**src/rtl/wb_mon_pkg.sv**
```systemverilog
// Shared types for the Wishbone B4 pipelined protocol monitor.
package wb_mon_pkg;

    localparam int NUM_VIOL = 7;
    // Storage width of a FIFO timestamp; the live timestamp width must not exceed it.
    localparam int TS_W_MAX = 16;

    typedef enum logic [2:0] {
        RSP_NO_REQ   = 3'd0,
        TIMEOUT      = 3'd1,
        STALL_CHANGE = 3'd2,
        CYC_ABORT    = 3'd3,
        OVERFLOW     = 3'd4,
        ACK_ERR_BOTH = 3'd5,
        RSP_NO_CYC   = 3'd6
    } viol_e;

    // One outstanding request: accept time, direction, and whether it has already timed out.
    typedef struct packed {
        logic [TS_W_MAX-1:0] ts;
        logic                we;
        logic                flagged;
    } ts_entry_t;

endpackage

```
**src/rtl/wb_mon_ts_fifo.sv**
```systemverilog
// Circular timestamp FIFO for outstanding requests: push/pop in one cycle, flush, head flag.
module wb_mon_ts_fifo
    import wb_mon_pkg::*;
#(
    parameter int DEPTH = 4,
    parameter int CW    = $clog2(DEPTH+1)
) (
    input  logic          clk,
    input  logic          reset_n,
    input  logic          push,
    input  logic          pop,
    input  logic          flush,
    input  logic          mark_head,
    input  ts_entry_t     din,
    output ts_entry_t     head,
    output logic          full,
    output logic          empty,
    output logic [CW-1:0] count
);

    localparam int AW = (DEPTH > 1) ? $clog2(DEPTH) : 1;

    ts_entry_t     mem [DEPTH];
    logic [AW-1:0] wr_ptr;
    logic [AW-1:0] rd_ptr;

    function automatic logic [AW-1:0] ptr_inc(input logic [AW-1:0] p);
        return (p == AW'(DEPTH-1)) ? '0 : p + 1'b1;
    endfunction

    assign head  = mem[rd_ptr];
    assign full  = (count == CW'(DEPTH));
    assign empty = (count == '0);

    // Pointer/count/storage update; the caller never pops empty or pushes full without a pop.
    always_ff @(posedge clk or negedge reset_n) begin
        if (!reset_n) begin
            wr_ptr <= '0;
            rd_ptr <= '0;
            count  <= '0;
            for (int i = 0; i < DEPTH; i++) mem[i] <= '0;
        end else if (flush) begin
            wr_ptr <= '0;
            rd_ptr <= '0;
            count  <= '0;
        end else begin
            if (push) begin
                mem[wr_ptr] <= din;
                wr_ptr      <= ptr_inc(wr_ptr);
            end
            // A popped entry is gone, so marking it would be pointless.
            if (pop) rd_ptr <= ptr_inc(rd_ptr);
            else if (mark_head) mem[rd_ptr].flagged <= 1'b1;
            case ({push, pop})
                2'b10:   count <= count + 1'b1;
                2'b01:   count <= count - 1'b1;
                default: count <= count;
            endcase
        end
    end

endmodule

```
**src/rtl/wb_protocol_monitor.sv**
```systemverilog
// Passive Wishbone B4 pipelined monitor: latency tracking, sticky violations, statistics.
module wb_protocol_monitor
    import wb_mon_pkg::*;
#(
    parameter int ADR_WIDTH       = 32,
    parameter int DAT_WIDTH       = 32,
    parameter int SEL_WIDTH       = DAT_WIDTH/8,
    parameter int MAX_OUTSTANDING = 4,
    parameter int MAXWAITS        = 16,
    parameter int ALLOW_ABORT     = 1,
    parameter int CNT_WIDTH       = 32
) (
    input  logic                               clk,
    input  logic                               reset_n,
    input  logic                               cyc,
    input  logic                               stb,
    input  logic                               we,
    input  logic                               stall,
    input  logic                               ack,
    input  logic                               err,
    input  logic [ADR_WIDTH-1:0]               adr,
    input  logic [SEL_WIDTH-1:0]               sel,
    input  logic [DAT_WIDTH-1:0]               dat_m,
    input  logic                               clear,
    output logic [NUM_VIOL-1:0]                viol,
    output logic                               viol_pulse,
    output logic [2:0]                         first_code,
    output logic [$clog2(MAX_OUTSTANDING+1)-1:0] outstanding,
    output logic [$clog2(MAXWAITS+1):0]        max_latency,
    output logic [CNT_WIDTH-1:0]               rd_count,
    output logic [CNT_WIDTH-1:0]               wr_count,
    output logic [CNT_WIDTH-1:0]               err_count
);

    localparam int TW = $clog2(MAXWAITS+1) + 1;
    localparam int OW = $clog2(MAX_OUTSTANDING+1);
    // Ages are computed at storage width and folded back to modulo 2^TW.
    localparam logic [TS_W_MAX-1:0] AGE_MASK = TS_W_MAX'((1 << TW) - 1);

    logic [TW-1:0]        now_ts;
    logic [TS_W_MAX-1:0]  now_ext;
    logic [TS_W_MAX-1:0]  age;
    ts_entry_t            head;
    ts_entry_t            din;
    logic                 fifo_full, fifo_empty;
    logic [OW-1:0]        fifo_count;
    logic                 accept, response, pop, push, flush, overflow, timeout_hit;
    logic                 cyc_q, stall_q, we_q, stall_chg;
    logic [ADR_WIDTH-1:0] adr_q;
    logic [SEL_WIDTH-1:0] sel_q;
    logic [DAT_WIDTH-1:0] dat_q;
    logic [NUM_VIOL-1:0]  new_viol, viol_base;
    logic [2:0]           first_sel;

    function automatic logic [CNT_WIDTH-1:0] sat_inc(input logic [CNT_WIDTH-1:0] v);
        return (&v) ? v : v + 1'b1;
    endfunction

    assign accept   = cyc & stb & ~stall;
    assign response = cyc & (ack | err);
    // A response against an empty FIFO is a stray and must not disturb the queue.
    assign pop      = response & ~fifo_empty;
    assign overflow = accept & fifo_full & ~pop;
    assign push     = accept & ~overflow;
    // With cyc low nothing can be in flight, so holding the flush covers every cyc fall.
    assign flush    = ~cyc;

    assign now_ext     = TS_W_MAX'(now_ts);
    assign age         = (now_ext - head.ts) & AGE_MASK;
    assign timeout_hit = ~fifo_empty & ~response & ~head.flagged & (age > TS_W_MAX'(MAXWAITS));
    assign din         = '{ts: now_ext, we: we, flagged: 1'b0};

    assign stall_chg = stall_q & (~cyc | ~stb | (adr != adr_q) | (we != we_q) |
                                  (sel != sel_q) | (we_q & (dat_m != dat_q)));

    assign outstanding = fifo_count;

    wb_mon_ts_fifo #(.DEPTH(MAX_OUTSTANDING), .CW(OW)) u_fifo (
        .clk       (clk),
        .reset_n   (reset_n),
        .push      (push),
        .pop       (pop),
        .flush     (flush),
        .mark_head (timeout_hit),
        .din       (din),
        .head      (head),
        .full      (fifo_full),
        .empty     (fifo_empty),
        .count     (fifo_count)
    );

    // Collect this cycle's violations and pick the lowest-index code as the first one.
    always_comb begin
        new_viol               = '0;
        new_viol[RSP_NO_REQ]   = response & fifo_empty;
        new_viol[TIMEOUT]      = timeout_hit;
        new_viol[STALL_CHANGE] = stall_chg;
        new_viol[CYC_ABORT]    = (ALLOW_ABORT == 0) & cyc_q & ~cyc & (fifo_count != '0);
        new_viol[OVERFLOW]     = overflow;
        new_viol[ACK_ERR_BOTH] = ack & err;
        new_viol[RSP_NO_CYC]   = (ack | err) & ~cyc;
        viol_base              = clear ? '0 : viol;
        first_sel              = '0;
        for (int i = NUM_VIOL-1; i >= 0; i--) begin
            if (new_viol[i]) first_sel = 3'(i);
        end
    end

    // Free-running timestamp plus the one-cycle history used by stall and cyc checks.
    always_ff @(posedge clk or negedge reset_n) begin
        if (!reset_n) begin
            now_ts  <= '0;
            cyc_q   <= 1'b0;
            stall_q <= 1'b0;
            we_q    <= 1'b0;
            adr_q   <= '0;
            sel_q   <= '0;
            dat_q   <= '0;
        end else begin
            now_ts  <= now_ts + 1'b1;
            cyc_q   <= cyc;
            stall_q <= cyc & stb & stall;
            we_q    <= we;
            adr_q   <= adr;
            sel_q   <= sel;
            dat_q   <= dat_m;
        end
    end

    // Sticky violations; new violations win over a same-cycle clear.
    always_ff @(posedge clk or negedge reset_n) begin
        if (!reset_n) begin
            viol       <= '0;
            viol_pulse <= 1'b0;
            first_code <= '0;
        end else begin
            viol       <= viol_base | new_viol;
            viol_pulse <= |(new_viol & ~viol_base);
            if ((viol_base == '0) && (new_viol != '0)) first_code <= first_sel;
            else if (clear)                           first_code <= '0;
        end
    end

    // Completion statistics and worst-case latency, updated on each popped response.
    always_ff @(posedge clk or negedge reset_n) begin
        if (!reset_n) begin
            max_latency <= '0;
            rd_count    <= '0;
            wr_count    <= '0;
            err_count   <= '0;
        end else if (clear) begin
            max_latency <= '0;
            rd_count    <= '0;
            wr_count    <= '0;
            err_count   <= '0;
        end else if (pop) begin
            if (age > TS_W_MAX'(max_latency)) max_latency <= age[TW-1:0];
            if (head.we) wr_count <= sat_inc(wr_count);
            else         rd_count <= sat_inc(rd_count);
            if (err)     err_count <= sat_inc(err_count);
        end
    end

endmodule

```
**config.mk**
```make
export PLATFORM = sky130hd
export DESIGN_NAME = wb_protocol_monitor
export DESIGN_NICKNAME = d
export VERILOG_FILES = /design/src/rtl/wb_mon_pkg.sv /design/src/rtl/wb_mon_ts_fifo.sv /design/src/rtl/wb_protocol_monitor.sv
export SDC_FILE = /design/constraint.sdc
export NUM_CORES = 1
export LEC_CHECK = 0
export CAP_MARGIN = 25
export CORE_MARGIN = 4
export CORE_UTILIZATION = 53
export CTS_CLUSTER_SIZE = 28
export DETAILED_ROUTE_END_ITERATION = 16
export PLACE_DENSITY = 0.84
export SYNTH_ARGS = -nofsm -noshare
export SYNTH_HDL_FRONTEND = slang
export SYNTH_SLANG_ARGS = --single-unit
```
**constraint.sdc**
```tcl
create_clock -name clk -period 4.35 [get_ports clk]
set_input_delay 0.87 -clock clk [delete_from_list [all_inputs] [get_ports clk]]
set_output_delay 0.87 -clock clk [all_outputs]
set_load 0.01 [all_outputs]
```
==> impl_metrics.ini <==
[status]
outcome = complete, no violations

[global_routing]
grt_pass1_wl_um = 40370
grt_util_met2_pct = 38.13
grt_pass1_vias = 8232
antenna_found_initial = 0
gr-usage-all-layers_pct = 21.68
grt_start_max_net_pins = 126
grt.met3_usage_pct = 3.830
leftover_overflow_at_the_end_of_global_routing = 0
global_route.usage.met1_pct = 27.69
busiest_layer_in_global_routing = met2

[synthesis]
netlist_top_cells_count = sky130_fd_sc_hd__dfrtp_1 (228), sky130_fd_sc_hd__xnor2_1 (122), sky130_fd_sc_hd__nor2_1 (109)
synth-seq-area-share_pct = 52.67
synth_area_um2 = 10830
synth-warning-count = 0
synthArstFlopShare_pct = 100.0
seq_cells_post_synth = 228
syn_inst = 988
yosys-top-cells-area = sky130_fd_sc_hd__dfrtp_1 (53%), sky130_fd_sc_hd__xnor2_1 (9.9%), sky130_fd_sc_hd__nor2_1 (3.8%)
synth_edf_count = 0
ys_flop_type = sky130_fd_sc_hd__dfrtp_1
synth_fp_nets = 1090
synthesis.area_per_instance_um2 = 10.96
yosysTopAreaCellShare_pct = 52.67
synth_cell_types = 61
synth_area_leader_cell = sky130_fd_sc_hd__dfrtp_1
synth_most_common_cell = sky130_fd_sc_hd__dfrtp_1

[floorplanning]
core_outline_area_um2 = 20170
fp.dieH_um = 151.0
io-pin-count = 193
initial_utilization_pct = 53.71
dieWidth_um = 151.0
number_of_cell_rows = 52
die_area_um2 = 22790

[power]
pwr_density_cell_nw_per_um2 = 396.5
power.leakage_uw = 0.005560
vdd_ir_drop_max_uv = 348.4
internal_power_uw = 3943
clkPwrFrac_pct = 35.0
power.switching_fraction_pct = 27.67
switching_power_of_the_nets_uw = 1509
power_frac_seq_pct = 43.9
combinational_group_share_of_total_power_pct = 21.1

[finish]
fillCellCount = 1492
antenna_cells_inserted = 0
post_route_cells_drive_above_1_share_pct = 8.514
layout.core_utilization_pct = 68.18
fin_nets = 1285
syn_to_final_growth_pct = 26.93

[cts]
resized_after_cts = 0
clk_root_buffer_cell = sky130_fd_sc_hd__clkbuf_16
clock_insertion_delay_worst_skew_ps = 510
clockBufferDepth = 3
cts_num_sinks = 228
cts_setup_buffers = 0
h-tree-depth = 1
clock_tree_from_tritoncts = built
numCtsBuffers = 24
clkSlewWorstSetupHoldPaths_ps = 60
post_cts_hold_buffer_count = 0

[critical_path]
r2r_cells = 13
critPathMaxFanout = 7
r2r_start = u_fifo.rd_ptr[0]
crit_required_ps = 4700
reg2reg_slack_ps = 630
crit_type = flip-flop to flip-flop
worst_ep_arrival_time_ps = 4080
r2r-end = max_latency[0]
end_kind = flip-flop
critPathLaunchType = flip-flop

[route]
wirelength_um = 24570
starting_drt_drc_count = 487
detail_route.first_pass.iterations = 5
final_routed_drc_violation_total = 0
route.antenna.remaining_nets = 0
avgRoutedWirePerCell_um = 16.74
route.detailed.vias_per_inst = 5.480
route.vias.total = 8044

[timing]
setup_viol_count_final = 0
totalNegativeSetupSlack_ps = 0
report.final.slew_viol_count = 0
rel_slew_slack_pct = 31.28
layout_min_cycle_time_ps = 3725
transition_time_at_the_pin_with_the_least_slew_margin_ps = 1024
timing.clock.skew_ps = 17.75
setup_slack_ps = 625.1
finalCritPeriodShare_pct = 85.63
grt_setup_unrepaired = false
finalHoldViolCount = 0
maxClockFrequency_mhz = 268.5

[placed_design]
pre_cts_ws_ps = 652.5
detailed_place_hpwl_um = 17550
globalplace.congestion = 0.8848
port-buffer-count = 192

[min_path]
worst_hold_path_type = input pin to asynchronous set/reset pin

[run]
maxCapViolations = 0
[layout make-up]
cell class | instances | area [um^2] | area share, %
clock inverters | 6 | 32.53 | 0.2366
flip-flops and latches | 228 | 5705 | 41.49
multi-input cells | 696 | 4858 | 35.33
repair buffers | 198 | 1982 | 14.41
clock buffers | 35 | 703.2 | 5.114
inverters | 35 | 131.4 | 0.9554
well taps | 270 | 337.8 | 2.457
[placed cells by master, fill, tap and decap left out, types with 4 or more instances in the layout]
cell type                         synthesis  routed
sky130_fd_sc_hd__dfrtp_1                228     228
sky130_fd_sc_hd__clkdlybuf4s50_1          0     190
sky130_fd_sc_hd__xnor2_1                122     122
sky130_fd_sc_hd__nor2_1                 109     109
sky130_fd_sc_hd__nand2_1                 61      61
sky130_fd_sc_hd__nand4_1                 50      50
sky130_fd_sc_hd__xor2_1                  39      39
sky130_fd_sc_hd__nand3_1                 37      37
sky130_fd_sc_hd__inv_1                   34      34
sky130_fd_sc_hd__nor3_1                  30      30
sky130_fd_sc_hd__mux2_2                  28      28
sky130_fd_sc_hd__o21ai_0                 26      26
sky130_fd_sc_hd__clkbuf_16                0      25
sky130_fd_sc_hd__a21oi_1                 23      23
sky130_fd_sc_hd__ha_1                    23      23
sky130_fd_sc_hd__and3_1                  20      20
sky130_fd_sc_hd__or3_1                   14      14
sky130_fd_sc_hd__nor4_1                  12      12
sky130_fd_sc_hd__and4_1                   9       9
sky130_fd_sc_hd__and2_1                   9       9
sky130_fd_sc_hd__mux4_2                   8       8
sky130_fd_sc_hd__o21a_1                   8       8
sky130_fd_sc_hd__mux2i_1                  8       8
sky130_fd_sc_hd__clkbuf_1                21       6
sky130_fd_sc_hd__buf_4                    0       6
sky130_fd_sc_hd__nor2b_1                  5       5
sky130_fd_sc_hd__nor4_2                   5       5
sky130_fd_sc_hd__a22o_1                   5       5
sky130_fd_sc_hd__clkinv_2                 0       5
sky130_fd_sc_hd__nor3_2                   4       4
sky130_fd_sc_hd__clkbuf_8                 0       4
[per-stage QoR]
| stage | instances | instance area [um^2] | total power (uW) | hold WS [ps] |
|---|---|---|---|---|
| floorplan | 988 | 10830 | 3129 | 460.6 |
| global placement | 1427 | 13020 | 3531 | 486.7 |
| detailed placement | 1427 | 13020 | 3582 | 489.8 |
| CTS | 1468 | 13750 | 5502 | 507.0 |
| global route | 1468 | 13750 | 5722 | 528.4 |
| finish | 1468 | 13750 | 5452 | 458.1 |
[worst max-delay path, stage by stage, from the launching register on]
cell and delay, ps:
sky130_fd_sc_hd__dfrtp_1 540, sky130_fd_sc_hd__mux4_2 560, sky130_fd_sc_hd__ha_1 230, sky130_fd_sc_hd__fa_1 420, sky130_fd_sc_hd__nor2b_1 120, sky130_fd_sc_hd__o21ai_0 90
sky130_fd_sc_hd__a21boi_0 290, sky130_fd_sc_hd__nor2_1 130, sky130_fd_sc_hd__ha_1 310, sky130_fd_sc_hd__nand4_1 90, sky130_fd_sc_hd__o21ai_0 110, sky130_fd_sc_hd__a21oi_2 390
sky130_fd_sc_hd__mux2i_1 240, sky130_fd_sc_hd__nor2_1 50
[kinds of logic (layout without fill, tap and decap cells)]
| kind of cell | Yosys count | in the layout | synth area share [%] |
|---|---|---|---|
| DFF | 228 | 228 | 52.67 |
| AOI/OAI and AO/OA | 88 | 88 | 5.521 |
| muxes | 44 | 44 | 5.313 |
| buffers and inverters | 64 | 274 | 2.483 |
| adders and majority gates | 25 | 25 | 3.026 |
| and+or+nand+nor | 378 | 378 | 17.97 |
| xor gates and xnor gates | 161 | 161 | 13.02 |
[worst max-delay path by stage]
stage / from / end
6_report: u_fifo.rd_ptr[0] / max_latency[0]
2_1_floorplan: u_fifo.rd_ptr[0] / max_latency[5]
4_1_cts: u_fifo.rd_ptr[0] / max_latency[0]
3_3_place_gp: u_fifo.rd_ptr[0] / max_latency[4]
3_5_place_dp: u_fifo.rd_ptr[0] / max_latency[2]
5_1_grt: u_fifo.rd_ptr[0] / max_latency[0]
[power groups by stage]
stage	sequential, uW	combinational (uW)	clock, uW
global placement	2420	1110	0
finish	2390	1150	1910
floorplan	2420	712	0
CTS	2390	1160	1950
detailed placement	2430	1150	0
global route	2410	1270	2040
[routing by layer]
layer	share of wire, %	wire length, um
met1	42	10300
met2	50	12320
met3	5.7	1411
met4	2.2	549
met5	0	0
No activity file was read; power rests on OpenSTA's default activity.
==> edit 1: new RTL, same flow settings <==
Change the parameter `CNT_WIDTH` from 32 to 24.
--- a/src/rtl/wb_protocol_monitor.sv
+++ b/src/rtl/wb_protocol_monitor.sv
@@ -8,7 +8,7 @@
     parameter int MAX_OUTSTANDING = 4,
     parameter int MAXWAITS        = 16,
     parameter int ALLOW_ABORT     = 1,
-    parameter int CNT_WIDTH       = 32
+    parameter int CNT_WIDTH       = 24
 ) (
     input  logic                               clk,
     input  logic                               reset_n,
Interface: changed (resized err_count, rd_count and wr_count); port bits go from 193 to 169. The function was not compared with the original's and may differ.
==> edit 1 against the unedited design <==
Power shrank 1.3%. Die area shrank 12%. Setup slack lost 160 ps. Core utilization grew 1.8 points. Wire length shrank 14%. Sequential cell count shrank 24. Clock skew shrank 1.6 ps. Synthesized area shrank 13%. Count of clock-buffer cells in the layout shrank 2. Cell area shrank 12%. Critical path type unchanged.
==> edit 1: results (changes against the unedited design) <==
metric	value	unit	change
status	finished clean		unchanged
DR WL/cell	16.7	um	about the same
Clk pwr share	0.349		was 0.350
actual slew at the worst max-slew pin	798	ps	was 1020 ps
Multi-input gate area	0.00416	mm^2	was 0.00486 mm^2
Comb. pwr	1.30	mW	was 1.15 mW
Placed Area	0.0114	mm^2	was 0.0130 mm^2
Final Net Count	1125		was 1,285
design area	0.0121	mm^2	was 0.0138 mm^2
DRT Pass-1 Iters	4		was 5
Max FO, Critical Path	12		was 7
Port-buffer cells	168		was 192
total wire length	21100	um	was 24,600 um
Fin Clk Skew	16.2	ps	was 17.8 ps
first-pass GRT wire length	35100	um	was 40,400 um
#FFs+latches synth	204		was 228
internal power	3.85	mW	was 3.94 mW
XOR/XNOR share of the synthesized area	0.133		was 0.130
Syn Area/Cell	11.2	um^2	was 11.0 um^2
vias in the first global route	6999		was 8,232
sequential share of cell area	0.420		was 0.415
clk tree area frac	0.0606		was 0.0535
WL met2	10700	um	was 12,300 um
Inverters	28		was 35
mux contribution to synthesized area	0.0559		was 0.0531
Gate Count Post-Synth	841		was 988
Synth area leaders	dfrtp_1, xnor2_1, xor2_1		was dfrtp_1, xnor2_1, nor2_1
Placed Cells	1222		was 1,427
routing usage on met1	0.283		was 0.277
number of non-clock buffers	175		was 198
switching power	1.54	mW	was 1.51 mW
pin count of the biggest net entering global routing	122		was 126
Leak	5.04	nW	was 5.56 nW
Starting DRT DRC Count	347		was 487
M2 GR Usage	0.363		was 0.381
Distinct cells, synth	59		was 61
Data buffer area share	0.145		was 0.144
sequential fraction of the synthesis area	0.540		was 0.527
post-CTS setup repair buffer count	0		unchanged
total clock buffers created by CTS	23		was 24
DP Wirelength	15000	um	was 17,500 um
Slowest cell on crit path	dfrtp_1		was mux4_2
clock buffer count	33		was 35
Filler cells	1253		was 1,492
top cells by count, synth	dfrtp_1, xnor2_1, nor2_1		unchanged
wl on met1	8900	um	was 10,300 um
GR met3 Demand/Resource	0.0337		was 0.0383
Tot GR Track Use	0.213		was 0.217
metal3 WL	932	um	was 1410 um
-- edit 1: cell types whose count changed after synthesis, sizes merged, moves of 8 or more --
cell   change
a21oi      -8
and3      -10
dfrtp     -24
mux2       -8
nand2     +11
nand3     -20
nand4     -15
nor2      -13
nor3      -22
xnor2     -23
-- edit 1: final timing paths --
path	startpoint	endpoint	slack, ps	depth (start not counted)
worst max-delay path	u_fifo.rd_ptr[0]$_DFFE_PN0P_	max_latency[3]$_DFFE_PN0P_	470	14
worst min-delay path	reset_n	dat_q[22]$_DFF_PN0_	170	1
worst max register to register	u_fifo.rd_ptr[0]$_DFFE_PN0P_	max_latency[3]$_DFFE_PN0P_	470	14
worst min register to register	flop	flop	470	2
max in group asynchronous	reset_n	now_ts[4]$_DFF_PN0_	3090	3
min in group clk	flop	flop	470	2
==> edit 2: new RTL, same flow settings <==
Without the edit above. Put one more register stage on the output `wr_count`, cleared by the reset. The value now appears one clock later. The other outputs are not delayed to match.
--- a/src/rtl/wb_protocol_monitor.sv
+++ b/src/rtl/wb_protocol_monitor.sv
@@ -36,6 +36,8 @@
     localparam int OW = $clog2(MAX_OUTSTANDING+1);
     // Ages are computed at storage width and folded back to modulo 2^TW.
     localparam logic [TS_W_MAX-1:0] AGE_MASK = TS_W_MAX'((1 << TW) - 1);
+
+    logic [CNT_WIDTH-1:0] wr_count_s0;
 
     logic [TW-1:0]        now_ts;
     logic [TS_W_MAX-1:0]  now_ext;
@@ -146,20 +148,28 @@
         if (!reset_n) begin
             max_latency <= '0;
             rd_count    <= '0;
-            wr_count    <= '0;
+            wr_count_s0 <= '0;
             err_count   <= '0;
         end else if (clear) begin
             max_latency <= '0;
             rd_count    <= '0;
-            wr_count    <= '0;
+            wr_count_s0 <= '0;
             err_count   <= '0;
         end else if (pop) begin
             if (age > TS_W_MAX'(max_latency)) max_latency <= age[TW-1:0];
-            if (head.we) wr_count <= sat_inc(wr_count);
+            if (head.we) wr_count_s0 <= sat_inc(wr_count_s0);
             else         rd_count <= sat_inc(rd_count);
             if (err)     err_count <= sat_inc(err_count);
         end
     end
 
+    always_ff @(posedge clk or negedge reset_n) begin
+        if (!reset_n) begin
+            wr_count <= '0;
+        end else begin
+            wr_count <= wr_count_s0;
+        end
+    end
+
 endmodule
 
Check against the original RTL: not equivalent (Yosys sat finds a counterexample within 4 cycles, from zero or initial values and one cycle with reset_n low).
==> edit 2 against the unedited design <==
Clock skew decreased by 5.2 ps. Clock power is 20% higher. Setup slack better by 160 ps. Core utilization fell by 0.089 points. Sequential cell count is 32 higher. Fmax up 4.6%. Power is 6.0% higher. Critical endpoint is now max_latency[2]$_DFFE_PN0P_. Critical path depth is 1 higher. Synthesized area up 8.1%. Wire length is 9.9% higher. Cell area up 7.7%.
==> edit 2: results (changes against the unedited design) <==
metric	value	unit	change
status	finished clean		unchanged
total wire length	27000	um	was 24,600 um
vias in the first global route	8687		was 8,232
post-CTS setup repair buffer count	0		unchanged
GPL Wtd Cong	0.830		was 0.885
Final Net Count	1325		was 1,285
M2 GR Usage	0.376		was 0.381
sequential fraction of the synthesis area	0.556		was 0.527
pin count of the biggest net entering global routing	110		was 126
routing usage on met1	0.292		was 0.277
hold slack	397	ps	was 458 ps
Starting DRT DRC Count	409		was 487
Vias	8423		was 8,044
reg2reg path depth	14		was 13
Pwr Total	5.78	mW	was 5.45 mW
R2R Path End	max_latency[2]$_DFFE_PN0P_		was max_latency[0]$_DFFE_PN0P_
worst r2r src	u_fifo.rd_ptr[1]$_DFFE_PN0P_		was u_fifo.rd_ptr[0]$_DFFE_PN0P_
Seq pwr share	0.454		was 0.439
total clock buffers created by CTS	28		was 24
crit path DAT	3940	ps	was 4080 ps
metal3 WL	1380	um	was 1410 um
setup TNS	0	ps	unchanged
sw frac	0.252		was 0.277
CP peak stage delay	670	ps	was 560 ps
GR met3 Demand/Resource	0.0354		was 0.0383
Synth area leaders	dfrtp_1, xnor2_1, xor2_1		was dfrtp_1, xnor2_1, nor2_1
post-synthesis net count	1127		was 1,090
logic gate share of total power	0.150		was 0.211
DP Wirelength	18800	um	was 17,500 um
Clk Latency, worst-skew pair	530	ps	was 510 ps
top cells by count, synth	dfrtp_1, nor2_1, xnor2_1		was dfrtp_1, xnor2_1, nor2_1
WL met2	13800	um	was 12,300 um
Tot GR Track Use	0.220		was 0.217
Slowest cell on crit path	dfrtp_1		was mux4_2
Synth Area in Adders	0.0280		was 0.0303
compound-gate portion of the synthesized area	0.0472		was 0.0552
Leak	6.18	nW	was 5.56 nW
wl on met1	11100	um	was 10,300 um
layout cells sized above 1	0.0847		was 0.0851
Distinct cells, synth	62		was 61
#FFs+latches synth	260		was 228
Max FO, Critical Path	12		was 7
R2R Setup Slk	790	ps	was 630 ps
XOR/XNOR share of the synthesized area	0.122		was 0.130
edit 2: cell types whose count changed after synthesis, sizes merged, moves of 4 or more:
cell | before | now
and2 | 9 | 5
nor2b | 5 | 10
xnor2 | 122 | 106
xor2 | 39 | 57
buf | 8 | 12
and3 | 20 | 24
o21ai | 28 | 24
dfrtp | 228 | 260
nor2 | 111 | 120
edit 2: cell type report:
cell class / instances / area (um^2)
Fill cell: 1599 / 6940
Clock inverter: 5 / 56.3
Multi-Input combinational cell: 700 / 4930
Clock buffer: 42 / 835
Timing Repair Buffer: 201 / 2020
Sequential cell: 260 / 6510
Tap cell: 280 / 350
Inverter: 32 / 120
edit 2: metrics by stage:
stage                     setup slack, ps  utilization  area [um^2]  instances
after floorplan                       773            -        11700       1025
after global placement                949        0.640        13900       1473
after detailed placement              848        0.640        13900       1473
after CTS                             839        0.681        14800       1520
after global routing                  460        0.681        14800       1520
final                                 788        0.681        14800       1520
